$ cat config.mk
export PLATFORM = sky130hd
export DESIGN_NAME = llc_snoop_responder_flat
export DESIGN_NICKNAME = d
export VERILOG_FILES = /design/src/rtl/llc_snoop_responder_pkg.sv /design/src/rtl/llc_snoop_responder_if.sv /design/src/rtl/llc_snoop_responder_stats.sv /design/src/rtl/llc_snoop_responder.sv /design/src/flat_wrapper.sv
export SDC_FILE = /design/constraint.sdc
export NUM_CORES = 1
export LEC_CHECK = 0
export CAP_MARGIN = 25
export CORE_AREA = 2 2 110 112
export DETAILED_ROUTE_END_ITERATION = 7
export DIE_AREA = 0 0 112 114
export PLACE_DENSITY_LB_ADDON = 0.08
export SLEW_MARGIN = 10
export SYNTH_ARGS = -nofsm -noshare
export SYNTH_HDL_FRONTEND = slang
export SYNTH_SLANG_ARGS = --single-unit
$ cat constraint.sdc
create_clock -name clk -period 1.8 [get_ports clk]
set_input_delay 0.18 -clock clk [delete_from_list [all_inputs] [get_ports clk]]
set_output_delay 0.18 -clock clk [all_outputs]
set_load 0.01 [all_outputs]
$ cat src/rtl/llc_snoop_responder_pkg.sv
// Line geometry, bus/snoop enums, FSM states and the snoop action table for the LLC snoop responder.
// Purely combinational helpers; no state lives here.
package llc_snoop_responder_pkg;

  localparam int ADDR_W           = 32;
  localparam int LINE_OFFSET_BITS = 6;
  localparam int INDEX_SIZE       = 14;
  localparam int TAG_SIZE         = ADDR_W - INDEX_SIZE - LINE_OFFSET_BITS;

  typedef enum logic [1:0] {
    MESI_I = 2'd0,
    MESI_S = 2'd1,
    MESI_E = 2'd2,
    MESI_M = 2'd3
  } mesi_e;

  typedef enum logic [2:0] {
    BUS_NONE       = 3'd0,
    BUS_READ       = 3'd1,
    BUS_WRITE      = 3'd2,
    BUS_INVALIDATE = 3'd3,
    BUS_RWIM       = 3'd4
  } bus_operation_e;

  typedef enum logic [1:0] {
    SNP_NOHIT = 2'd0,
    SNP_HIT   = 2'd1,
    SNP_HITM  = 2'd2
  } snoop_result_e;

  typedef enum logic [2:0] {
    L1_NONE           = 3'd0,
    L1_GETLINE        = 3'd1,
    L1_SENDLINE       = 3'd2,
    L1_INVALIDATELINE = 3'd3,
    L1_EVICTLINE      = 3'd4
  } l2_l1_msg_e;

  typedef enum logic [2:0] {
    ST_IDLE    = 3'd0,
    ST_LOOKUP  = 3'd1,
    ST_RESPOND = 3'd2,
    ST_GETLINE = 3'd3,
    ST_WB      = 3'd4,
    ST_INVAL   = 3'd5,
    ST_UPDATE  = 3'd6
  } snp_state_e;

  typedef struct packed {
    snoop_result_e res;
    logic          getline;
    logic          wb;
    logic          inval;
    logic          upd;
    mesi_e         new_mesi;
  } snoop_action_t;

  localparam snoop_action_t ACT_NONE = '{res: SNP_NOHIT, getline: 1'b0, wb: 1'b0,
                                         inval: 1'b0, upd: 1'b0, new_mesi: MESI_I};

  // A line in I is treated exactly like a tag miss for every operation.
  function automatic snoop_action_t snoop_action(bus_operation_e op, logic hit, mesi_e mesi);
    snoop_action_t a;
    a = ACT_NONE;
    if (hit && (mesi != MESI_I)) begin
      case (op)
        BUS_READ: begin
          case (mesi)
            MESI_M: begin
              a.res      = SNP_HITM;
              a.getline  = 1'b1;
              a.wb       = 1'b1;
              a.upd      = 1'b1;
              a.new_mesi = MESI_S;
            end
            MESI_E: begin
              a.res      = SNP_HIT;
              a.upd      = 1'b1;
              a.new_mesi = MESI_S;
            end
            default: a.res = SNP_HIT;
          endcase
        end
        BUS_RWIM: begin
          a.inval    = 1'b1;
          a.upd      = 1'b1;
          a.new_mesi = MESI_I;
          if (mesi == MESI_M) begin
            a.res     = SNP_HITM;
            a.getline = 1'b1;
            a.wb      = 1'b1;
          end else begin
            a.res = SNP_HIT;
          end
        end
        BUS_INVALIDATE: begin
          // E/M here is a protocol error upstream; respond NOHIT and leave the line alone.
          if (mesi == MESI_S) begin
            a.res      = SNP_HIT;
            a.inval    = 1'b1;
            a.upd      = 1'b1;
            a.new_mesi = MESI_I;
          end
        end
        default: a = ACT_NONE;
      endcase
    end
    return a;
  endfunction

  // Follow-up stages run in a fixed order; skip any the action does not need.
  function automatic snp_state_e next_stage(snp_state_e cur, snoop_action_t a);
    snp_state_e n;
    n = ST_IDLE;
    if ((cur == ST_RESPOND) && a.getline)
      n = ST_GETLINE;
    else if (((cur == ST_RESPOND) || (cur == ST_GETLINE)) && a.wb)
      n = ST_WB;
    else if (((cur == ST_RESPOND) || (cur == ST_GETLINE) || (cur == ST_WB)) && a.inval)
      n = ST_INVAL;
    else if (((cur == ST_RESPOND) || (cur == ST_GETLINE) || (cur == ST_WB) ||
              (cur == ST_INVAL)) && a.upd)
      n = ST_UPDATE;
    return n;
  endfunction

endpackage

$ cat src/rtl/llc_snoop_responder_if.sv
// Snoop port, tag-array lookup, result, L1 message, writeback and MESI update signals.
// master = the responder, slave = bus/tag-array/L1 environment around it.
interface llc_snoop_responder_if;
  import llc_snoop_responder_pkg::*;

  logic                  snp_valid;
  logic                  snp_ready;
  bus_operation_e        snp_op;
  logic [ADDR_W-1:0]     snp_addr;
  logic [3:0]            snp_cache_id;

  logic                  lk_req;
  logic [INDEX_SIZE-1:0] lk_index;
  logic [TAG_SIZE-1:0]   lk_tag;
  logic                  lk_ack;
  logic                  lk_hit;
  logic [2:0]            lk_way;
  mesi_e                 lk_mesi;

  logic                  res_valid;
  snoop_result_e         res;
  logic [ADDR_W-1:0]     res_addr;

  logic                  l1_valid;
  logic                  l1_ready;
  l2_l1_msg_e            l1_msg;
  logic [ADDR_W-1:0]     l1_addr;

  logic                  wb_valid;
  logic                  wb_ready;
  logic [ADDR_W-1:0]     wb_addr;

  logic                  upd_valid;
  logic [2:0]            upd_way;
  mesi_e                 upd_mesi;

  modport master (
    input  snp_valid, snp_op, snp_addr, snp_cache_id,
    output snp_ready,
    output lk_req, lk_index, lk_tag,
    input  lk_ack, lk_hit, lk_way, lk_mesi,
    output res_valid, res, res_addr,
    output l1_valid, l1_msg, l1_addr,
    input  l1_ready,
    output wb_valid, wb_addr,
    input  wb_ready,
    output upd_valid, upd_way, upd_mesi
  );

  modport slave (
    output snp_valid, snp_op, snp_addr, snp_cache_id,
    input  snp_ready,
    input  lk_req, lk_index, lk_tag,
    output lk_ack, lk_hit, lk_way, lk_mesi,
    input  res_valid, res, res_addr,
    input  l1_valid, l1_msg, l1_addr,
    output l1_ready,
    input  wb_valid, wb_addr,
    output wb_ready,
    input  upd_valid, upd_way, upd_mesi
  );

endinterface

$ cat src/rtl/llc_snoop_responder_stats.sv
// Saturating HIT/HITM/NOHIT counters, one increment per posted snoop result.
// Counts on the cycle after res_valid; never stalls anything.
module llc_snoop_stats
  import llc_snoop_responder_pkg::*;
(
  input  logic          clk,
  input  logic          rst,
  input  logic          res_valid,
  input  snoop_result_e res,
  output logic [31:0]   cnt_hit,
  output logic [31:0]   cnt_hitm,
  output logic [31:0]   cnt_nohit
);

  always_ff @(posedge clk or posedge rst) begin
    if (rst) begin
      cnt_hit   <= '0;
      cnt_hitm  <= '0;
      cnt_nohit <= '0;
    end else if (res_valid) begin
      if ((res == SNP_HIT) && (cnt_hit != '1))
        cnt_hit <= cnt_hit + 32'd1;
      if ((res == SNP_HITM) && (cnt_hitm != '1))
        cnt_hitm <= cnt_hitm + 32'd1;
      if ((res == SNP_NOHIT) && (cnt_nohit != '1))
        cnt_nohit <= cnt_nohit + 32'd1;
    end
  end

endmodule

$ cat src/rtl/llc_snoop_responder.sv
// LLC snoop responder: lookup, HIT/HITM/NOHIT result 2 cycles after accept (combinational ack), then L1/WB/MESI follow-up.
// One snoop at a time; snp_ready only in IDLE; l1/wb held until ready. Statistics counters built only with SNOOP_STATS_EN.
module llc_snoop_responder
  import llc_snoop_responder_pkg::*;
#(
  parameter logic [3:0] OWN_CACHE_ID = 4'd0,
  parameter int         OFFSET_BITS  = LINE_OFFSET_BITS
) (
  input  logic                   clk,
  input  logic                   rst,
  llc_snoop_responder_if.master  bus,
  output logic [31:0]            cnt_hit,
  output logic [31:0]            cnt_hitm,
  output logic [31:0]            cnt_nohit
);

  snp_state_e        state;
  snp_state_e        nxt;
  bus_operation_e    op_q;
  logic [ADDR_W-1:0] addr_q;
  snoop_action_t     act_q;
  logic [2:0]        way_q;

  logic       snp_ready_q;
  logic       lk_req_q;
  logic       res_valid_q;
  logic       l1_valid_q;
  l2_l1_msg_e l1_msg_q;
  logic       wb_valid_q;
  logic       upd_valid_q;

  logic fwd;
  assign fwd = bus.snp_valid && snp_ready_q && (bus.snp_cache_id != OWN_CACHE_ID);

  always_comb begin
    nxt = state;
    case (state)
      ST_IDLE:    if (fwd)          nxt = ST_LOOKUP;
      ST_LOOKUP:  if (bus.lk_ack)   nxt = ST_RESPOND;
      ST_RESPOND:                   nxt = next_stage(ST_RESPOND, act_q);
      ST_GETLINE: if (bus.l1_ready) nxt = next_stage(ST_GETLINE, act_q);
      ST_WB:      if (bus.wb_ready) nxt = next_stage(ST_WB, act_q);
      ST_INVAL:   if (bus.l1_ready) nxt = next_stage(ST_INVAL, act_q);
      ST_UPDATE:                    nxt = ST_IDLE;
      default:                      nxt = ST_IDLE;
    endcase
  end

  // Handshake outputs are decoded from the next state so they are plain flops.
  always_ff @(posedge clk or posedge rst) begin
    if (rst) begin
      state       <= ST_IDLE;
      snp_ready_q <= 1'b1;
      lk_req_q    <= 1'b0;
      res_valid_q <= 1'b0;
      l1_valid_q  <= 1'b0;
      l1_msg_q    <= L1_NONE;
      wb_valid_q  <= 1'b0;
      upd_valid_q <= 1'b0;
    end else begin
      state       <= nxt;
      snp_ready_q <= (nxt == ST_IDLE);
      lk_req_q    <= (nxt == ST_LOOKUP);
      res_valid_q <= (nxt == ST_RESPOND);
      l1_valid_q  <= (nxt == ST_GETLINE) || (nxt == ST_INVAL);
      wb_valid_q  <= (nxt == ST_WB);
      upd_valid_q <= (nxt == ST_UPDATE);
      if (nxt == ST_GETLINE)
        l1_msg_q <= L1_GETLINE;
      else if (nxt == ST_INVAL)
        l1_msg_q <= L1_INVALIDATELINE;
    end
  end

  always_ff @(posedge clk or posedge rst) begin
    if (rst) begin
      op_q   <= BUS_NONE;
      addr_q <= '0;
      act_q  <= ACT_NONE;
      way_q  <= '0;
    end else begin
      if ((state == ST_IDLE) && fwd) begin
        op_q   <= bus.snp_op;
        addr_q <= bus.snp_addr;
      end
      if ((state == ST_LOOKUP) && bus.lk_ack) begin
        act_q <= snoop_action(op_q, bus.lk_hit, bus.lk_mesi);
        way_q <= bus.lk_way;
      end
    end
  end

  logic [ADDR_W-1:0] line_addr;
  assign line_addr = {addr_q[ADDR_W-1:OFFSET_BITS], {OFFSET_BITS{1'b0}}};

  assign bus.snp_ready = snp_ready_q;
  assign bus.lk_req    = lk_req_q;
  assign bus.lk_index  = addr_q[OFFSET_BITS +: INDEX_SIZE];
  assign bus.lk_tag    = addr_q[OFFSET_BITS + INDEX_SIZE +: TAG_SIZE];
  assign bus.res_valid = res_valid_q;
  assign bus.res       = act_q.res;
  assign bus.res_addr  = addr_q;
  assign bus.l1_valid  = l1_valid_q;
  assign bus.l1_msg    = l1_msg_q;
  assign bus.l1_addr   = line_addr;
  assign bus.wb_valid  = wb_valid_q;
  assign bus.wb_addr   = line_addr;
  assign bus.upd_valid = upd_valid_q;
  assign bus.upd_way   = way_q;
  assign bus.upd_mesi  = act_q.new_mesi;

`ifdef SNOOP_STATS_EN
  llc_snoop_stats u_stats (
    .clk       (clk),
    .rst       (rst),
    .res_valid (res_valid_q),
    .res       (act_q.res),
    .cnt_hit   (cnt_hit),
    .cnt_hitm  (cnt_hitm),
    .cnt_nohit (cnt_nohit)
  );
`else
  assign cnt_hit   = '0;
  assign cnt_hitm  = '0;
  assign cnt_nohit = '0;
`endif

endmodule

$ cat src/flat_wrapper.sv
// flat-port wrapper written by rule: the top's interface ports become plain ports
module llc_snoop_responder_flat import llc_snoop_responder_pkg::*;
#(
  parameter logic [3:0] OWN_CACHE_ID = 4'd0,
  parameter int         OFFSET_BITS  = LINE_OFFSET_BITS
)
  (clk, rst, cnt_hit, cnt_hitm, cnt_nohit, bus_snp_valid, bus_snp_op, bus_snp_addr, bus_snp_cache_id, bus_snp_ready, bus_lk_req, bus_lk_index, bus_lk_tag, bus_lk_ack, bus_lk_hit, bus_lk_way, bus_lk_mesi, bus_res_valid, bus_res, bus_res_addr, bus_l1_valid, bus_l1_msg, bus_l1_addr, bus_l1_ready, bus_wb_valid, bus_wb_addr, bus_wb_ready, bus_upd_valid, bus_upd_way, bus_upd_mesi);
  llc_snoop_responder_if bus_i ();
  input  logic clk;
  input  logic rst;
  output logic [31:0] cnt_hit;
  output logic [31:0] cnt_hitm;
  output logic [31:0] cnt_nohit;
  input wire logic [$bits(bus_i.snp_valid)-1:0] bus_snp_valid;
  input wire logic [$bits(bus_i.snp_op)-1:0] bus_snp_op;
  input wire logic [$bits(bus_i.snp_addr)-1:0] bus_snp_addr;
  input wire logic [$bits(bus_i.snp_cache_id)-1:0] bus_snp_cache_id;
  output wire logic [$bits(bus_i.snp_ready)-1:0] bus_snp_ready;
  output wire logic [$bits(bus_i.lk_req)-1:0] bus_lk_req;
  output wire logic [$bits(bus_i.lk_index)-1:0] bus_lk_index;
  output wire logic [$bits(bus_i.lk_tag)-1:0] bus_lk_tag;
  input wire logic [$bits(bus_i.lk_ack)-1:0] bus_lk_ack;
  input wire logic [$bits(bus_i.lk_hit)-1:0] bus_lk_hit;
  input wire logic [$bits(bus_i.lk_way)-1:0] bus_lk_way;
  input wire logic [$bits(bus_i.lk_mesi)-1:0] bus_lk_mesi;
  output wire logic [$bits(bus_i.res_valid)-1:0] bus_res_valid;
  output wire logic [$bits(bus_i.res)-1:0] bus_res;
  output wire logic [$bits(bus_i.res_addr)-1:0] bus_res_addr;
  output wire logic [$bits(bus_i.l1_valid)-1:0] bus_l1_valid;
  output wire logic [$bits(bus_i.l1_msg)-1:0] bus_l1_msg;
  output wire logic [$bits(bus_i.l1_addr)-1:0] bus_l1_addr;
  input wire logic [$bits(bus_i.l1_ready)-1:0] bus_l1_ready;
  output wire logic [$bits(bus_i.wb_valid)-1:0] bus_wb_valid;
  output wire logic [$bits(bus_i.wb_addr)-1:0] bus_wb_addr;
  input wire logic [$bits(bus_i.wb_ready)-1:0] bus_wb_ready;
  output wire logic [$bits(bus_i.upd_valid)-1:0] bus_upd_valid;
  output wire logic [$bits(bus_i.upd_way)-1:0] bus_upd_way;
  output wire logic [$bits(bus_i.upd_mesi)-1:0] bus_upd_mesi;
  assign bus_i.snp_valid = bus_snp_valid;
  assign bus_i.snp_op = bus_snp_op;
  assign bus_i.snp_addr = bus_snp_addr;
  assign bus_i.snp_cache_id = bus_snp_cache_id;
  assign bus_snp_ready = bus_i.snp_ready;
  assign bus_lk_req = bus_i.lk_req;
  assign bus_lk_index = bus_i.lk_index;
  assign bus_lk_tag = bus_i.lk_tag;
  assign bus_i.lk_ack = bus_lk_ack;
  assign bus_i.lk_hit = bus_lk_hit;
  assign bus_i.lk_way = bus_lk_way;
  assign bus_i.lk_mesi = bus_lk_mesi;
  assign bus_res_valid = bus_i.res_valid;
  assign bus_res = bus_i.res;
  assign bus_res_addr = bus_i.res_addr;
  assign bus_l1_valid = bus_i.l1_valid;
  assign bus_l1_msg = bus_i.l1_msg;
  assign bus_l1_addr = bus_i.l1_addr;
  assign bus_i.l1_ready = bus_l1_ready;
  assign bus_wb_valid = bus_i.wb_valid;
  assign bus_wb_addr = bus_i.wb_addr;
  assign bus_i.wb_ready = bus_wb_ready;
  assign bus_upd_valid = bus_i.upd_valid;
  assign bus_upd_way = bus_i.upd_way;
  assign bus_upd_mesi = bus_i.upd_mesi;
  llc_snoop_responder #(.OWN_CACHE_ID(OWN_CACHE_ID), .OFFSET_BITS(OFFSET_BITS)) u_core (.clk(clk), .rst(rst), .bus(bus_i), .cnt_hit(cnt_hit), .cnt_hitm(cnt_hitm), .cnt_nohit(cnt_nohit));
endmodule
; Yosys cells after proc, flatten, opt, wreduce, memory -nomap -nowiden
; Index checks and enable logic that the tools add are counted.
[op_classes]
muxes = 22
n_eq_ne = 17
reduce_logical = 13
[ops]
columns = operator, n
row1 = $mux 3, 12
row2 = $eq 3x3->1 const B, 6
row3 = $pmux 3 s6, 1
row4 = $eq 3x2->1 const B, 5
row5 = $eq 3x1->1 const B, 3
row6 = $pmux 3 s3, 1
row7 = $mux 8, 1
row8 = $logic_not 3->1, 2
row9 = $mux 2, 3
row10 = $logic_and 1x1->1, 5
row11 = $eq 2x2->1 const B, 2
row12 = $mux 4, 1
row13 = $pmux 2 s2, 1
row14 = $reduce_bool 2->1, 2
row15 = $reduce_bool 4->1, 1
row16 = $reduce_or 2->1, 2
row17 = $eq 2x1->1 const B, 1
row18 = $pmux 1 s2, 1
row19 = $logic_or 1x1->1, 1
row20 = $mux 1, 1
[word_totals]
reg_bits = 58
out_inout_bits = 234
inputBits = 51

; Longest topological paths before layout
[depth]
word_depth = 8
ltp_mapped = 6
mapped_depth_nobuf = 6

; Least setup slack after synthesis
; OpenSTA, ideal clock, no wires.
[synth_path]
path_kind = register to register
from = register u_core.state[0]
to = register u_core.l1_msg_q[1] (netlist: u_core.bus.l1_msg[1])
path_slack_ps = 268
t_arrival_ps = 1398
synth_period_minus_slack_ps = 1532
setup_time_ps = 134
t_required_ps = 1666
path_stages_with_launch = 6
path_cell_list = dfrtp_1 or3b_1 a211oi_2 a2111oi_4 a21oi_1 a21oi_1
[synth_via]
elab_chain_len = 4
[synth_lines]
columns = item, line_no
row1 = "start, declared", llc_snoop_responder.sv:17  ; snp_state_e state;
row2 = "start signal, assigned", llc_snoop_responder.sv:61  ; state <= nxt;
row3 = "$eq 3x3->1, or another cell as far along", llc_snoop_responder.sv:37  ; case (state)
row4 = $pmux 3 s6 (*), llc_snoop_responder.sv:37
row5 = $eq 3x2->1 / $eq 3x3->1 (equally long branches), "llc_snoop_responder.sv:68, llc_snoop_responder.sv:70"
row6 = $mux 3 / $reduce_bool 2->1 (equally long branches), -
row7 = "end signal, assigned", llc_snoop_responder.sv:57  ; l1_msg_q <= L1_NONE;
row8 = "end signal, assigned", llc_snoop_responder.sv:69  ; l1_msg_q <= L1_GETLINE;
row9 = "end signal, assigned", llc_snoop_responder.sv:71  ; l1_msg_q <= L1_INVALIDATELINE;
row10 = "end, declared", llc_snoop_responder.sv:28  ; l2_l1_msg_e l1_msg_q;
; Mark *: on every way between the ends. The rest lies on a longest branch, timed or not.
; A chain may end at the register's enable or synchronous reset.

; Worst setup path after layout
[layout_path]
from = input port bus_snp_cache_id[1]
to = register u_core.addr_q[13] (netlist: u_core.bus.res_addr[13])
[layout_via]
elab_chain_len = 3
[layout_lines]
columns = item, line_no
row1 = "start, declared", flat_wrapper.sv:17  ; input wire logic [$bits(bus_i.snp_cache_id)-1:0] bus_snp_cache_id;
row2 = $reduce_bool 4->1, llc_snoop_responder.sv:33  ; assign fwd = bus.snp_valid && snp_ready_q && (bus.snp_cache_id != OWN_CACHE_ID);
row3 = $logic_and 1x1->1, llc_snoop_responder.sv:33
row4 = $logic_and 1x1->1, llc_snoop_responder.sv:82  ; if ((state == ST_IDLE) && fwd) begin
row5 = "end signal, assigned", llc_snoop_responder.sv:84  ; addr_q <= bus.snp_addr;
row6 = "end, declared", llc_snoop_responder.sv:20  ; logic [ADDR_W-1:0] addr_q;
; Every way passes these cells.

==> impl_metrics.json <==
{
  "path_delay_family": "simple AND/OR/NAND/NOR gates",
  "grt_pass1_vias": 2150,
  "powerDensity_nw_per_um2": 1740,
  "switching_share_pct": 35.1,
  "grt_pass1_wl_um": 11200,
  "fin_hold_ws_ps": 268,
  "synth_top_cell_by_area": "buf_4",
  "slowest_delay_ps": 550,
  "grt_max_degree": 30,
  "io_buffers": 174,
  "start_util_pct": 32.2,
  "hold_viol": 0,
  "drc": 0,
  "clkTransAtPathRegs_ps": 70,
  "path_buf_inv": 2,
  "synthMuxAreaShare_pct": 10.8,
  "clk_latency_ps": 290,
  "n_antenna_cell": 0,
  "die_area_um2": 12800,
  "finalWirelength_um": 7370,
  "place_ws_ps": -166,
  "cts_buffers": 5,
  "p_switching_mw": 2.98,
  "cts_tree": "done",
  "avgRoutedWirePerCell_um": 11.9,
  "outcome": "completed",
  "fp.dieW_um": 112,
  "area_growth_pct": 29.2,
  "vias": 2376,
  "p_comb_share_pct": 60.7,
  "final_common_cell": "clkdlybuf4s50_1",
  "cap_violations": 0,
  "worstPathArrival_ps": 1820,
  "num_rows": 40,
  "fin_total_pwr_mw": 8.50,
  "fmax_ghz": 0.608,
  "seqCellArea_um2": 1380,
  "leakagePower_nw": 2.21,
  "setup-tns-final_ps": 0,
  "fin_skew_ps": 3.57,
  "multi_input_area_um2": 1320,
  "dp_hpwl_um": 5870,
  "io_pins": 285,
  "setup_violations": 0,
  "place_congestion": 0.727,
  "postCtsSetupBuffers": 0,
  "final_cell_mix": "174 x clkdlybuf4s50_1, 110 x conb_1, 54 x dfrtp_1",
  "rr_worst_depth": 5,
  "synthFlopType": "dfrtp_1",
  "cts.sink_count": 55,
  "synth_compound_area_share_pct": 4.28,
  "cts_hold_buf": 0,
  "synthCells": 368,
  "dr.pass1.iters": 4,
  "ant_nets": 0,
  "fin_crit_sh_pct": 91.4,
  "drv_slew": 0,
  "root_buffer": "clkbuf_16",
  "synth_cell_types": 37,
  "cp_num_cells": 5,
  "rsz0062_at_grt": "false",
  "gr-total-overflow": 0,
  "hold_path.class": "in -> async",
  "layout_setup_ws_ps": 155,
  "num-nets-final": 523,
  "r2r_slack_ps": 200,
  "synthSimpleGateAreaFrac_pct": 8.67,
  "reg2reg_to": "u_core.bus.l1_msg[1]",
  "startpoint_type": "input pin",
  "post-route-min-period_ps": 1650,
  "synth-seq-cells": 55,
  "syn_area_um2": 3770,
  "crit_chain": "clkdlybuf4s50_1, or4_4, nand3_4, buf_12, mux2_2",
  "via_per_inst": 3.83,
  "synthArstFlopShare_pct": 100,
  "yosysSeqAreaShare_pct": 36.6,
  "intPower_mw": 5.51,
  "antenna_found_initial": 0,
  "fillers": 1158,
  "core-area_um2": 11700,
  "clkPwrFrac_pct": 11.2,
  "yosys-top-cells-area": "buf_4 39%, dfrtp_1 36%, mux2_2 11%, nand2_1 2.1%, nand3b_1 1.0%",
  "r2r-start": "u_core.act_q[3]",
  "synth_fa_ha_area_share_pct": 0,
  "worst_setup_path_end_kind": "register",
  "track_usage_pct": 10.9,
  "synth_xor_area_share_pct": 0.232,
  "worstPathRequired_ps": 1980,
  "crit_type": "in -> reg",
  "synth_top_area_share_pct": 38.6,
  "slowest_stage": "or4_4",
  "drt_iter0_markers": 63,
  "htreeDepth": 2,
  "seq_power_share_pct": 28.1,
  "cp_max_fo": 23,
  "synth-edff-count": 0,
  "drive_gt1_share_pct": 13.7,
  "cts_resized": 0,
  "postLayoutCellArea_um2": 4870,
  "die_h_um": 114,
  "peakVddDrop_mv": 0.710,
  "ys_warn_count": 0,
  "max-clock-path-buffers": 2,
  "synth_top_family_by_area": "buffers and inverters",
  "syn_avg_cell_area_um2": 10.2,
  "placed_cell_area_um2": 4730
}
layer usage:
metal  global-route usage [%]  vias to the layer above  routed length (µm)
met1                     13.1                     1127                2870
met3                     3.24                        8                 725
li1                         -                     1095                   -
met2                     19.1                      146                3700
met5                        0                        -                   0
met4                     2.93                        0                  78
power by group through the flow:
stage          Combinational [mW]  Sequential [mW]  Clock [mW]
6_report                     5.16             2.39       0.950
3_3_place_gp                 5.20             2.41           0
3_5_place_dp                 5.22             2.44           0
5_1_grt                      5.49             2.52        1.07
4_1_cts                      5.24             2.42        1.01
2_1_floorplan                3.31             2.53           0
per-stage QoR:
step | cells | util (%)
global placement | 612 | 40.4
detailed placement | 612 | 40.4
global route | 620 | 41.6
CTS | 620 | 41.6
floorplan | 477 | -
finish | 620 | 41.6
worst max path at each step:
stage / to / slack [ps] / start
4_1_cts: u_core.bus.res_addr[13] / 140 / bus_snp_cache_id[1]
5_1_grt: u_core.bus.l1_msg[1] / 100 / u_core.state[2]
6_report: u_core.bus.res_addr[13] / 150 / bus_snp_cache_id[1]
3_3_place_gp: u_core.bus.res_addr[23] / -140 / bus_snp_cache_id[1]
3_5_place_dp: u_core.bus.res_addr[13] / -170 / bus_snp_cache_id[1]
2_1_floorplan: u_core.bus.l1_msg[1] / 270 / u_core.state[0]
cells by family (layout without fill, tap and decap cells):
group	Yosys count	in the layout
compound gates	21	21
xor+xnor	1	1
buf+inv	201	197
flops	55	55
mux	36	36
other cells	1	110
simple gates	53	53
area by class of cell:
| cell class | count | share of cell area (%) |
|---|---|---|
| timing repair buffer | 182 | 37.5 |
| multi-input combinational | 221 | 27.0 |
| clock inverter | 1 | 0.103 |
| tap | 147 | 3.78 |
| sequential | 55 | 28.3 |
| inverter | 7 | 0.591 |
| clock buffer | 7 | 2.72 |
synth_stat cells, types with 2 or more instances:
cell type,instances
a21o_1,2
a21oi_1,7
buf_4,194
dfrtp_1,54
inv_1,5
mux2_2,36
nand2_1,21
nand2b_1,5
nand3_1,2
nand3b_1,5
nor2_1,5
nor2b_1,4
o21ai_0,4
worst min-delay path, delay by kind of cell:
kind | cells | cell delay [ps]
buffers and inverters | 3 | 780
sequential cells by signal (all words and copies together) (netlist names):
signal                count
u_core.bus.res            2
u_core.bus.snp_ready      1
u_core.bus.res_valid      1
u_core.bus.l1_msg         2
u_core.op_q               3
u_core.bus.upd_way        3
u_core.bus.res_addr      32
u_core.bus.upd_mesi       1
u_core.bus.wb_valid       1
u_core.state              3
u_core.bus.upd_valid      1
u_core.bus.lk_req         1
u_core.act_q              3
u_core.bus.l1_valid       1
(Power assumes the default switching activity.)
